File: src/rtl/vram_arb_pkg.sv
// Shared types and widths for the VRAM arbiter: owner tags for the read-return
// pipeline and default VRAM geometry.
package vram_arb_pkg;

  localparam int VRAM_ADDR_W = 16;
  localparam int VRAM_DATA_W = 16;

  typedef enum logic [1:0] {
    OWN_NONE,
    OWN_VID,
    OWN_REG,
    OWN_AUX
  } vram_owner_t;

  localparam int RR_REG = 0;
  localparam int RR_AUX = 1;

endpackage

File: src/rtl/vram_arb_if.sv
// Requester + VRAM bus bundle for vram_arb. slave = arbiter view,
// master = requesters/memory view.
interface vram_arb_if
  import vram_arb_pkg::*;
#(
  parameter int ADDR_W  = VRAM_ADDR_W,
  parameter int DATA_W  = VRAM_DATA_W,
  parameter int STALL_W = 16
) ();

  logic              vid_sel_i;
  logic [ADDR_W-1:0] vid_addr_i;
  logic [DATA_W-1:0] vid_data_o;
  logic              vid_valid_o;

  logic              reg_req_i;
  logic              reg_wr_i;
  logic [ADDR_W-1:0] reg_addr_i;
  logic [DATA_W-1:0] reg_data_i;
  logic              reg_ack_o;
  logic [DATA_W-1:0] reg_data_o;
  logic              reg_valid_o;

  logic              aux_req_i;
  logic              aux_wr_i;
  logic [ADDR_W-1:0] aux_addr_i;
  logic [DATA_W-1:0] aux_data_i;
  logic              aux_ack_o;
  logic [DATA_W-1:0] aux_data_o;
  logic              aux_valid_o;

  logic              vram_sel_o;
  logic              vram_wr_o;
  logic [ADDR_W-1:0] vram_addr_o;
  logic [DATA_W-1:0] vram_data_o;
  logic [DATA_W-1:0] vram_data_i;

  logic [STALL_W-1:0] stall_count_o;

  modport slave (
    input  vid_sel_i, vid_addr_i,
    output vid_data_o, vid_valid_o,
    input  reg_req_i, reg_wr_i, reg_addr_i, reg_data_i,
    output reg_ack_o, reg_data_o, reg_valid_o,
    input  aux_req_i, aux_wr_i, aux_addr_i, aux_data_i,
    output aux_ack_o, aux_data_o, aux_valid_o,
    output vram_sel_o, vram_wr_o, vram_addr_o, vram_data_o,
    input  vram_data_i,
    output stall_count_o
  );

  modport master (
    output vid_sel_i, vid_addr_i,
    input  vid_data_o, vid_valid_o,
    output reg_req_i, reg_wr_i, reg_addr_i, reg_data_i,
    input  reg_ack_o, reg_data_o, reg_valid_o,
    output aux_req_i, aux_wr_i, aux_addr_i, aux_data_i,
    input  aux_ack_o, aux_data_o, aux_valid_o,
    input  vram_sel_o, vram_wr_o, vram_addr_o, vram_data_o,
    output vram_data_i,
    input  stall_count_o
  );

endinterface

File: src/rtl/vram_arb_rr.sv
// Two-way round-robin picker for the reg (bit 0) and aux (bit 1) requesters.
// ptr=1 means aux has priority on the next tie.
module vram_arb_rr (
  input  logic       clk,
  input  logic       reset_i,
  input  logic [1:0] req,
  input  logic [1:0] mask,
  input  logic       advance,
  output logic [1:0] grant,
  output logic       ptr
);

  logic [1:0] elig;

  assign elig = req & ~mask;

  always_comb begin
    grant = 2'b00;
    case (elig)
      2'b01:   grant = 2'b01;
      2'b10:   grant = 2'b10;
      2'b11:   grant = ptr ? 2'b10 : 2'b01;
      default: grant = 2'b00;
    endcase
  end

  // The winner drops to lower priority, so a sole winner never earns a second
  // tie in a row.
  always_ff @(posedge clk) begin
    if (reset_i) begin
      ptr <= 1'b0;
    end else if (advance && (grant != 2'b00)) begin
      ptr <= grant[0];
    end
  end

endmodule

File: src/rtl/vram_arb.sv
// Single-port VRAM arbiter: video has absolute priority, reg and aux share the
// remaining slots round-robin. Define VRAM_ARB_STATS_EN to build the stall counter.
module vram_arb
  import vram_arb_pkg::*;
#(
  parameter int ADDR_W  = VRAM_ADDR_W,
  parameter int DATA_W  = VRAM_DATA_W,
  parameter int STALL_W = 16
) (
  input logic       clk,
  input logic       reset_i,
  vram_arb_if.slave bus
);

  logic [1:0]        rr_req;
  logic [1:0]        rr_mask;
  logic [1:0]        rr_grant;
  logic              rr_ptr;

  logic              sel_q;
  logic              wr_q;
  logic [ADDR_W-1:0] addr_q;
  logic [DATA_W-1:0] data_q;
  logic              reg_ack_q;
  logic              aux_ack_q;
  vram_owner_t       owner_q;

  logic              vid_valid_q;
  logic              reg_valid_q;
  logic              aux_valid_q;
  logic [DATA_W-1:0] vid_hold_q;
  logic [DATA_W-1:0] reg_hold_q;
  logic [DATA_W-1:0] aux_hold_q;

  assign rr_req  = {bus.aux_req_i, bus.reg_req_i};
  // A requester acked this cycle still shows req high; keep it out of the next pick.
  assign rr_mask = {aux_ack_q, reg_ack_q};

  vram_arb_rr u_rr (
    .clk     (clk),
    .reset_i (reset_i),
    .req     (rr_req),
    .mask    (rr_mask),
    .advance (!bus.vid_sel_i),
    .grant   (rr_grant),
    .ptr     (rr_ptr)
  );

  always_ff @(posedge clk) begin
    if (reset_i) begin
      sel_q       <= 1'b0;
      wr_q        <= 1'b0;
      addr_q      <= '0;
      data_q      <= '0;
      reg_ack_q   <= 1'b0;
      aux_ack_q   <= 1'b0;
      owner_q     <= OWN_NONE;
      vid_valid_q <= 1'b0;
      reg_valid_q <= 1'b0;
      aux_valid_q <= 1'b0;
      vid_hold_q  <= '0;
      reg_hold_q  <= '0;
      aux_hold_q  <= '0;
    end else begin
      sel_q     <= 1'b0;
      wr_q      <= 1'b0;
      reg_ack_q <= 1'b0;
      aux_ack_q <= 1'b0;
      owner_q   <= OWN_NONE;

      if (bus.vid_sel_i) begin
        sel_q   <= 1'b1;
        addr_q  <= bus.vid_addr_i;
        owner_q <= OWN_VID;
      end else if (rr_grant[RR_REG]) begin
        sel_q     <= 1'b1;
        wr_q      <= bus.reg_wr_i;
        addr_q    <= bus.reg_addr_i;
        reg_ack_q <= 1'b1;
        owner_q   <= bus.reg_wr_i ? OWN_NONE : OWN_REG;
        if (bus.reg_wr_i) begin
          data_q <= bus.reg_data_i;
        end
      end else if (rr_grant[RR_AUX]) begin
        sel_q     <= 1'b1;
        wr_q      <= bus.aux_wr_i;
        addr_q    <= bus.aux_addr_i;
        aux_ack_q <= 1'b1;
        owner_q   <= bus.aux_wr_i ? OWN_NONE : OWN_AUX;
        if (bus.aux_wr_i) begin
          data_q <= bus.aux_data_i;
        end
      end

      // Memory answers the cycle after the access, so the tag is one stage behind.
      vid_valid_q <= (owner_q == OWN_VID);
      reg_valid_q <= (owner_q == OWN_REG);
      aux_valid_q <= (owner_q == OWN_AUX);

      if (vid_valid_q) vid_hold_q <= bus.vram_data_i;
      if (reg_valid_q) reg_hold_q <= bus.vram_data_i;
      if (aux_valid_q) aux_hold_q <= bus.vram_data_i;
    end
  end

  assign bus.vram_sel_o  = sel_q;
  assign bus.vram_wr_o   = wr_q;
  assign bus.vram_addr_o = addr_q;
  assign bus.vram_data_o = data_q;
  assign bus.reg_ack_o   = reg_ack_q;
  assign bus.aux_ack_o   = aux_ack_q;

  assign bus.vid_valid_o = vid_valid_q;
  assign bus.reg_valid_o = reg_valid_q;
  assign bus.aux_valid_o = aux_valid_q;
  assign bus.vid_data_o  = vid_valid_q ? bus.vram_data_i : vid_hold_q;
  assign bus.reg_data_o  = reg_valid_q ? bus.vram_data_i : reg_hold_q;
  assign bus.aux_data_o  = aux_valid_q ? bus.vram_data_i : aux_hold_q;

`ifdef VRAM_ARB_STATS_EN
  logic [STALL_W-1:0] stall_q;
  logic               stall_now;

  assign stall_now = (|(rr_req & ~rr_mask)) && (bus.vid_sel_i || (rr_grant == 2'b00));

  always_ff @(posedge clk) begin
    if (reset_i) begin
      stall_q <= '0;
    end else if (stall_now && !(&stall_q)) begin
      stall_q <= stall_q + 1'b1;
    end
  end

  assign bus.stall_count_o = stall_q;
`else
  assign bus.stall_count_o = {STALL_W{1'b0}};
`endif

  // An ack means that requester just won, so it must now be the lower-priority side.
  a_rr_reg: assert property (@(posedge clk) disable iff (reset_i) bus.reg_ack_o |-> rr_ptr);
  a_rr_aux: assert property (@(posedge clk) disable iff (reset_i) bus.aux_ack_o |-> !rr_ptr);

endmodule
File: src/flat_wrapper.sv
// flat-port wrapper written by rule: the top's interface ports become plain ports
module vram_arb_flat import vram_arb_pkg::*;
#(
  parameter int ADDR_W  = VRAM_ADDR_W,
  parameter int DATA_W  = VRAM_DATA_W,
  parameter int STALL_W = 16
)
  (clk, reset_i, bus_vid_sel_i, bus_vid_addr_i, bus_vid_data_o, bus_vid_valid_o, bus_reg_req_i, bus_reg_wr_i, bus_reg_addr_i, bus_reg_data_i, bus_reg_ack_o, bus_reg_data_o, bus_reg_valid_o, bus_aux_req_i, bus_aux_wr_i, bus_aux_addr_i, bus_aux_data_i, bus_aux_ack_o, bus_aux_data_o, bus_aux_valid_o, bus_vram_sel_o, bus_vram_wr_o, bus_vram_addr_o, bus_vram_data_o, bus_vram_data_i, bus_stall_count_o);
  vram_arb_if #(.ADDR_W(ADDR_W), .DATA_W(DATA_W), .STALL_W(STALL_W)) bus_i ();
  input logic clk;
  input logic reset_i;
  input wire logic [$bits(bus_i.vid_sel_i)-1:0] bus_vid_sel_i;
  input wire logic [$bits(bus_i.vid_addr_i)-1:0] bus_vid_addr_i;
  output wire logic [$bits(bus_i.vid_data_o)-1:0] bus_vid_data_o;
  output wire logic [$bits(bus_i.vid_valid_o)-1:0] bus_vid_valid_o;
  input wire logic [$bits(bus_i.reg_req_i)-1:0] bus_reg_req_i;
  input wire logic [$bits(bus_i.reg_wr_i)-1:0] bus_reg_wr_i;
  input wire logic [$bits(bus_i.reg_addr_i)-1:0] bus_reg_addr_i;
  input wire logic [$bits(bus_i.reg_data_i)-1:0] bus_reg_data_i;
  output wire logic [$bits(bus_i.reg_ack_o)-1:0] bus_reg_ack_o;
  output wire logic [$bits(bus_i.reg_data_o)-1:0] bus_reg_data_o;
  output wire logic [$bits(bus_i.reg_valid_o)-1:0] bus_reg_valid_o;
  input wire logic [$bits(bus_i.aux_req_i)-1:0] bus_aux_req_i;
  input wire logic [$bits(bus_i.aux_wr_i)-1:0] bus_aux_wr_i;
  input wire logic [$bits(bus_i.aux_addr_i)-1:0] bus_aux_addr_i;
  input wire logic [$bits(bus_i.aux_data_i)-1:0] bus_aux_data_i;
  output wire logic [$bits(bus_i.aux_ack_o)-1:0] bus_aux_ack_o;
  output wire logic [$bits(bus_i.aux_data_o)-1:0] bus_aux_data_o;
  output wire logic [$bits(bus_i.aux_valid_o)-1:0] bus_aux_valid_o;
  output wire logic [$bits(bus_i.vram_sel_o)-1:0] bus_vram_sel_o;
  output wire logic [$bits(bus_i.vram_wr_o)-1:0] bus_vram_wr_o;
  output wire logic [$bits(bus_i.vram_addr_o)-1:0] bus_vram_addr_o;
  output wire logic [$bits(bus_i.vram_data_o)-1:0] bus_vram_data_o;
  input wire logic [$bits(bus_i.vram_data_i)-1:0] bus_vram_data_i;
  output wire logic [$bits(bus_i.stall_count_o)-1:0] bus_stall_count_o;
  assign bus_i.vid_sel_i = bus_vid_sel_i;
  assign bus_i.vid_addr_i = bus_vid_addr_i;
  assign bus_vid_data_o = bus_i.vid_data_o;
  assign bus_vid_valid_o = bus_i.vid_valid_o;
  assign bus_i.reg_req_i = bus_reg_req_i;
  assign bus_i.reg_wr_i = bus_reg_wr_i;
  assign bus_i.reg_addr_i = bus_reg_addr_i;
  assign bus_i.reg_data_i = bus_reg_data_i;
  assign bus_reg_ack_o = bus_i.reg_ack_o;
  assign bus_reg_data_o = bus_i.reg_data_o;
  assign bus_reg_valid_o = bus_i.reg_valid_o;
  assign bus_i.aux_req_i = bus_aux_req_i;
  assign bus_i.aux_wr_i = bus_aux_wr_i;
  assign bus_i.aux_addr_i = bus_aux_addr_i;
  assign bus_i.aux_data_i = bus_aux_data_i;
  assign bus_aux_ack_o = bus_i.aux_ack_o;
  assign bus_aux_data_o = bus_i.aux_data_o;
  assign bus_aux_valid_o = bus_i.aux_valid_o;
  assign bus_vram_sel_o = bus_i.vram_sel_o;
  assign bus_vram_wr_o = bus_i.vram_wr_o;
  assign bus_vram_addr_o = bus_i.vram_addr_o;
  assign bus_vram_data_o = bus_i.vram_data_o;
  assign bus_i.vram_data_i = bus_vram_data_i;
  assign bus_stall_count_o = bus_i.stall_count_o;
  vram_arb #(.ADDR_W(ADDR_W), .DATA_W(DATA_W), .STALL_W(STALL_W)) u_core (.clk(clk), .reset_i(reset_i), .bus(bus_i));
endmodule
File: config.mk
export PLATFORM = sky130hd
export DESIGN_NAME = vram_arb_flat
export DESIGN_NICKNAME = d
export VERILOG_FILES = /design/src/rtl/vram_arb_pkg.sv /design/src/rtl/vram_arb_if.sv /design/src/rtl/vram_arb_rr.sv /design/src/rtl/vram_arb.sv /design/src/flat_wrapper.sv
export SDC_FILE = /design/constraint.sdc
export NUM_CORES = 1
export LEC_CHECK = 0
export CAP_MARGIN = 30
export CORE_ASPECT_RATIO = 1.2
export CORE_MARGIN = 2
export CORE_UTILIZATION = 43
export CTS_CLUSTER_SIZE = 25
export DETAILED_ROUTE_END_ITERATION = 10
export PLACE_DENSITY = 0.95
export SLEW_MARGIN = 5
export SYNTH_ARGS = -nofsm -noshare
export SYNTH_HDL_FRONTEND = slang
export SYNTH_SLANG_ARGS = --single-unit
File: constraint.sdc
create_clock -name clk -period 2.8 [get_ports clk]
set_input_delay 0.56 -clock clk [delete_from_list [all_inputs] [get_ports clk]]
set_output_delay 0.56 -clock clk [all_outputs]
set_load 0.05 [all_outputs]
==> results.md <==
* Row count at 38
* IR drop worst, VDD at between 0.3 and 0.4 mV
* Clock buffer depth at 2
* H-Tree Depth at 3
* Area of the core at 9030 sq um
* Initial standard-cell utilization of the core at 44.0%
* Portion of synthesized cell area occupied by the leading cell type at 45.3%
* Gate count of the mapped netlist at ~400
* Layout Skew at 0.00343 ns
* Worst R2R Setup Slack at 0.90 ns
* Final setup violating endpoints at 0
* Worst slew margin at 43.6%
* Die Footprint at 10,000 sq um
* Power per standard cell area at 536 nW/um^2
* Flip-flop and latch count after synthesis at 90
* Routed length per instance at 15.4 um
* Number of placed cells counting well taps at 687
* Final GP Congestion at 0.897
* Number of hold violations in the final report at 0
* Number of warnings issued by yosys at 0
* Antenna violations before repair at 0
* Actual transition at the worst max-transition pin at 0.839 ns
* Worst Hold Path EP: u_core.bus.vid_valid_o$_SDFF_PP0_
* Final #Nets at 681
* Post-CTS Hold Fix Bufs at 0
* Total power at 0.00323 W
* Count of flip-flops with a built-in enable after synthesis at 0
* Clk_lat worst skew at approximately 0.35 ns
* Setup TNS at 0 ns
* Final design area excluding fillers at 6030 sq um
* HPWL reported at the end of detailed placement at 8.33 mm
* Run status: completed
* Width of the die at 91.8 um
* Path type of the worst setup path: flop to primary output
* Post-route DRC at 0
* Maximum frequency from static timing analysis at between 400 and 500 MHz
* Top Family by Delay on Critical Path: buffers and inverters
* Syn avg cell area at between 9 and 10 sq um
* Number of standard cells in the layout, taps in and fillers out at 703
* Most common cell in the synthesized netlist: dfxtp_1
* Count of buffers inserted at the top-level ports at 189
* Worst setup EP type: primary output
* GR Util All Layers at 21.1%
* Total Wirelength at 10.8 mm
* I/O pin total at 206
* Share of final-layout standard cells stronger than drive strength 1 at 24.0%
* Total number of vias at 3,592
* Clock period minus final worst setup slack at between 2 and 2.5 ns
* Area grow syn2layout at 51.6%
* Fraction of the yosys area taken by sequential cells at 45.3%
* Pin count of the biggest net entering global routing at 70
* Core utilization of the finished layout at 66.8%
* Critical path cell sequence: clkdlybuf4s50_1
* Hold-critical path depth at 1
* CP peak stage delay at between 0.8 and 0.9 ns
* Die outline height at 109 um
* Ranking of synthesized cells by area: dfxtp_1 (45%), mux2_2 (14%), nor2b_1 (7.9%)
* Post-synthesis instance area at 3980 sq um
* Post-synthesis cell type count at 34
* Peak fanout along the critical path at 7
* ANT cells at 0
* Fill cells at 668
* Post-detailed-placement cell area at 5800 sq um
* Crit path launch type: flop
* Clock tree from TritonCTS: built
* Clock-pin slew on the worst setup and hold paths at 0.08 ns
* Number of buffers created by CTS at 9
* Most frequently used flop master after synthesis: dfxtp_1
* Count of nets left with antenna violations after detail routing at 0
* Critical-path top delay cell: clkdlybuf4s50_1
* Share of the clock period used by the worst path after layout at 83.0%
* Source of the worst register-to-register timing path: u_core.bus.reg_ack_o$_SDFF_PP0_
* Number of max-cap violations at 0
* Share of async-settable or async-resettable flops after synthesis at 0%
* HP Start: u_core.owner_q[1]$_SDFF_PP0_
* Iteration count of the initial detailed-routing pass at 4
* Synth area leader: dfxtp_1
* Global-route wire length before repair at around 17 mm
* Max-slew violation count at 0
* Depth of the most critical reg-to-reg path at 5
* Gr ovfl total at 0
* Leak at 2.43 nW
* WP data required at 2.24 ns
* Bufs and invs on worst path at 1
* Data arrival time of the critical path at 1.76 ns
* Reg2reg end: u_core.bus.vram_addr_o[14]$_SDFFE_PP0P_
* DR vias/cell at 5.11
* Buffers inserted by post-CTS timing repair at 0
* Number of global-route vias before repair at 3,658
* Most frequent cells after synthesis: dfxtp_1 (90), nor2b_1 (50), mux2_2 (48)
* Unrepaired setup endpoints after global routing: no
* Count of instances resized after the clock tree is built at 0
* Clock root buffer: clkbuf_8
* Type of the tightest min-delay check: flop to flop
* Detailed router's first-iteration violation count at 93
* Total number of clock tree sinks at 90
[area by class of cell]
cell class | count | area, sq um | area share [%]
timing repair buffer | 200 | 1870 | 31.1
sequential | 90 | 1800 | 29.9
clock inverter | 4 | 73.8 | 1.22
multi-input combinational | 277 | 1980 | 32.8
clock buffer | 12 | 155 | 2.57
tap | 120 | 150 | 2.49
[metal layers]
| layer | track usage (%) | wire (um) | vias to the layer above |
|---|---|---|---|
| met4 | 10.2 | 302 | 0 |
| li1 | - | - | 1734 |
| met1 | 22.9 | 4180 | 1658 |
| met3 | 4.93 | 823 | 25 |
| met2 | 38.7 | 5530 | 175 |
| met5 | 0 | 0 | - |
[registers in the layout, indices dropped and copies added, names as in the netlist]
name                    flops
u_core.bus.vram_wr_o        1
u_core.bus.vram_sel_o       1
u_core.reg_hold_q          16
u_core.bus.reg_ack_o        1
u_core.vid_hold_q          16
u_core.bus.aux_ack_o        1
u_core.bus.reg_valid_o      1
u_core.bus.aux_valid_o      1
u_core.bus.vid_valid_o      1
u_core.owner_q              2
u_core.aux_hold_q          16
u_core.u_rr.ptr             1
u_core.bus.vram_data_o     16
u_core.bus.vram_addr_o     16
[cells in the final DEF, fill, tap and decap left out]
cell type          n
nand3_1            1
dfxtp_1           90
a32o_1             3
buf_2              1
buf_12             2
buf_4             57
nor2b_1           50
clkinv_2           1
bufinv_16          2
nor3b_1            3
and3b_1            1
a21oi_2            1
clkbuf_8          11
clkbuf_1           1
conb_1            16
a22oi_1           13
o22ai_1           19
clkinv_4           1
a211oi_1           1
o21ba_2            1
and2_4             1
o21ai_1            1
mux2_2            48
clkdlybuf4s50_1  140
nand3b_1           1
or3b_4             1
a21oi_1           30
nor4_1             1
nor2_1            10
nor3b_2            1
nand2_1           34
nor3_1             6
a311oi_1           6
mux2i_1            3
a21oi_4            1
nand2b_1          13
a2bb2oi_4          1
a311oi_2          10
[per-stage QoR]
step                      worst slack [ns]  hold slack (ns)
after floorplan                      0.463            0.403
after global placement               0.411            0.412
after detailed placement             0.303            0.426
after CTS                            0.453            0.435
after global routing                 0.405            0.465
final                                0.477            0.438
[kinds of logic (layout without fill, tap and decap cells)]
kind of cell / count (synthesis) / after routing / synth area share [%]
buffers and inverters: 47 / 216 / 6.45
other: 1 / 16 / 0.0943
flip-flops: 90 / 90 / 45.3
multiplexers: 51 / 51 / 14.3
AND/OR/NAND/NOR: 123 / 123 / 16.9
AO/OA/AOI/OAI: 87 / 87 / 16.9
[worst max path at each step]
stage | cells after the start | from | endpoint | slack (ns)
finish | 1 | u_core.bus.aux_valid_o$_SDFF_PP0_ | bus_aux_valid_o | 0.48
floorplan | 3 | u_core.bus.aux_valid_o$_SDFF_PP0_ | bus_aux_data_o[10] | 0.46
CTS | 1 | u_core.bus.reg_valid_o$_SDFF_PP0_ | bus_reg_valid_o | 0.45
detailed placement | 6 | bus_reg_req_i | u_core.bus.vram_addr_o[1]$_SDFFE_PP0P_ | 0.30
global route | 1 | u_core.bus.reg_valid_o$_SDFF_PP0_ | bus_reg_valid_o | 0.40
global placement | 6 | bus_reg_req_i | u_core.bus.vram_addr_o[4]$_SDFFE_PP0P_ | 0.41
[power by group]
| part | total [W] | switching (W) | internal [W] |
|---|---|---|---|
| Sequential | 0.00137 | 0.0000332 | 0.00134 |
| Combinational | 0.000867 | 0.000516 | 0.000351 |
| Clock | 0.000992 | 0.000440 | 0.000552 |
(Power assumes the default switching activity.)
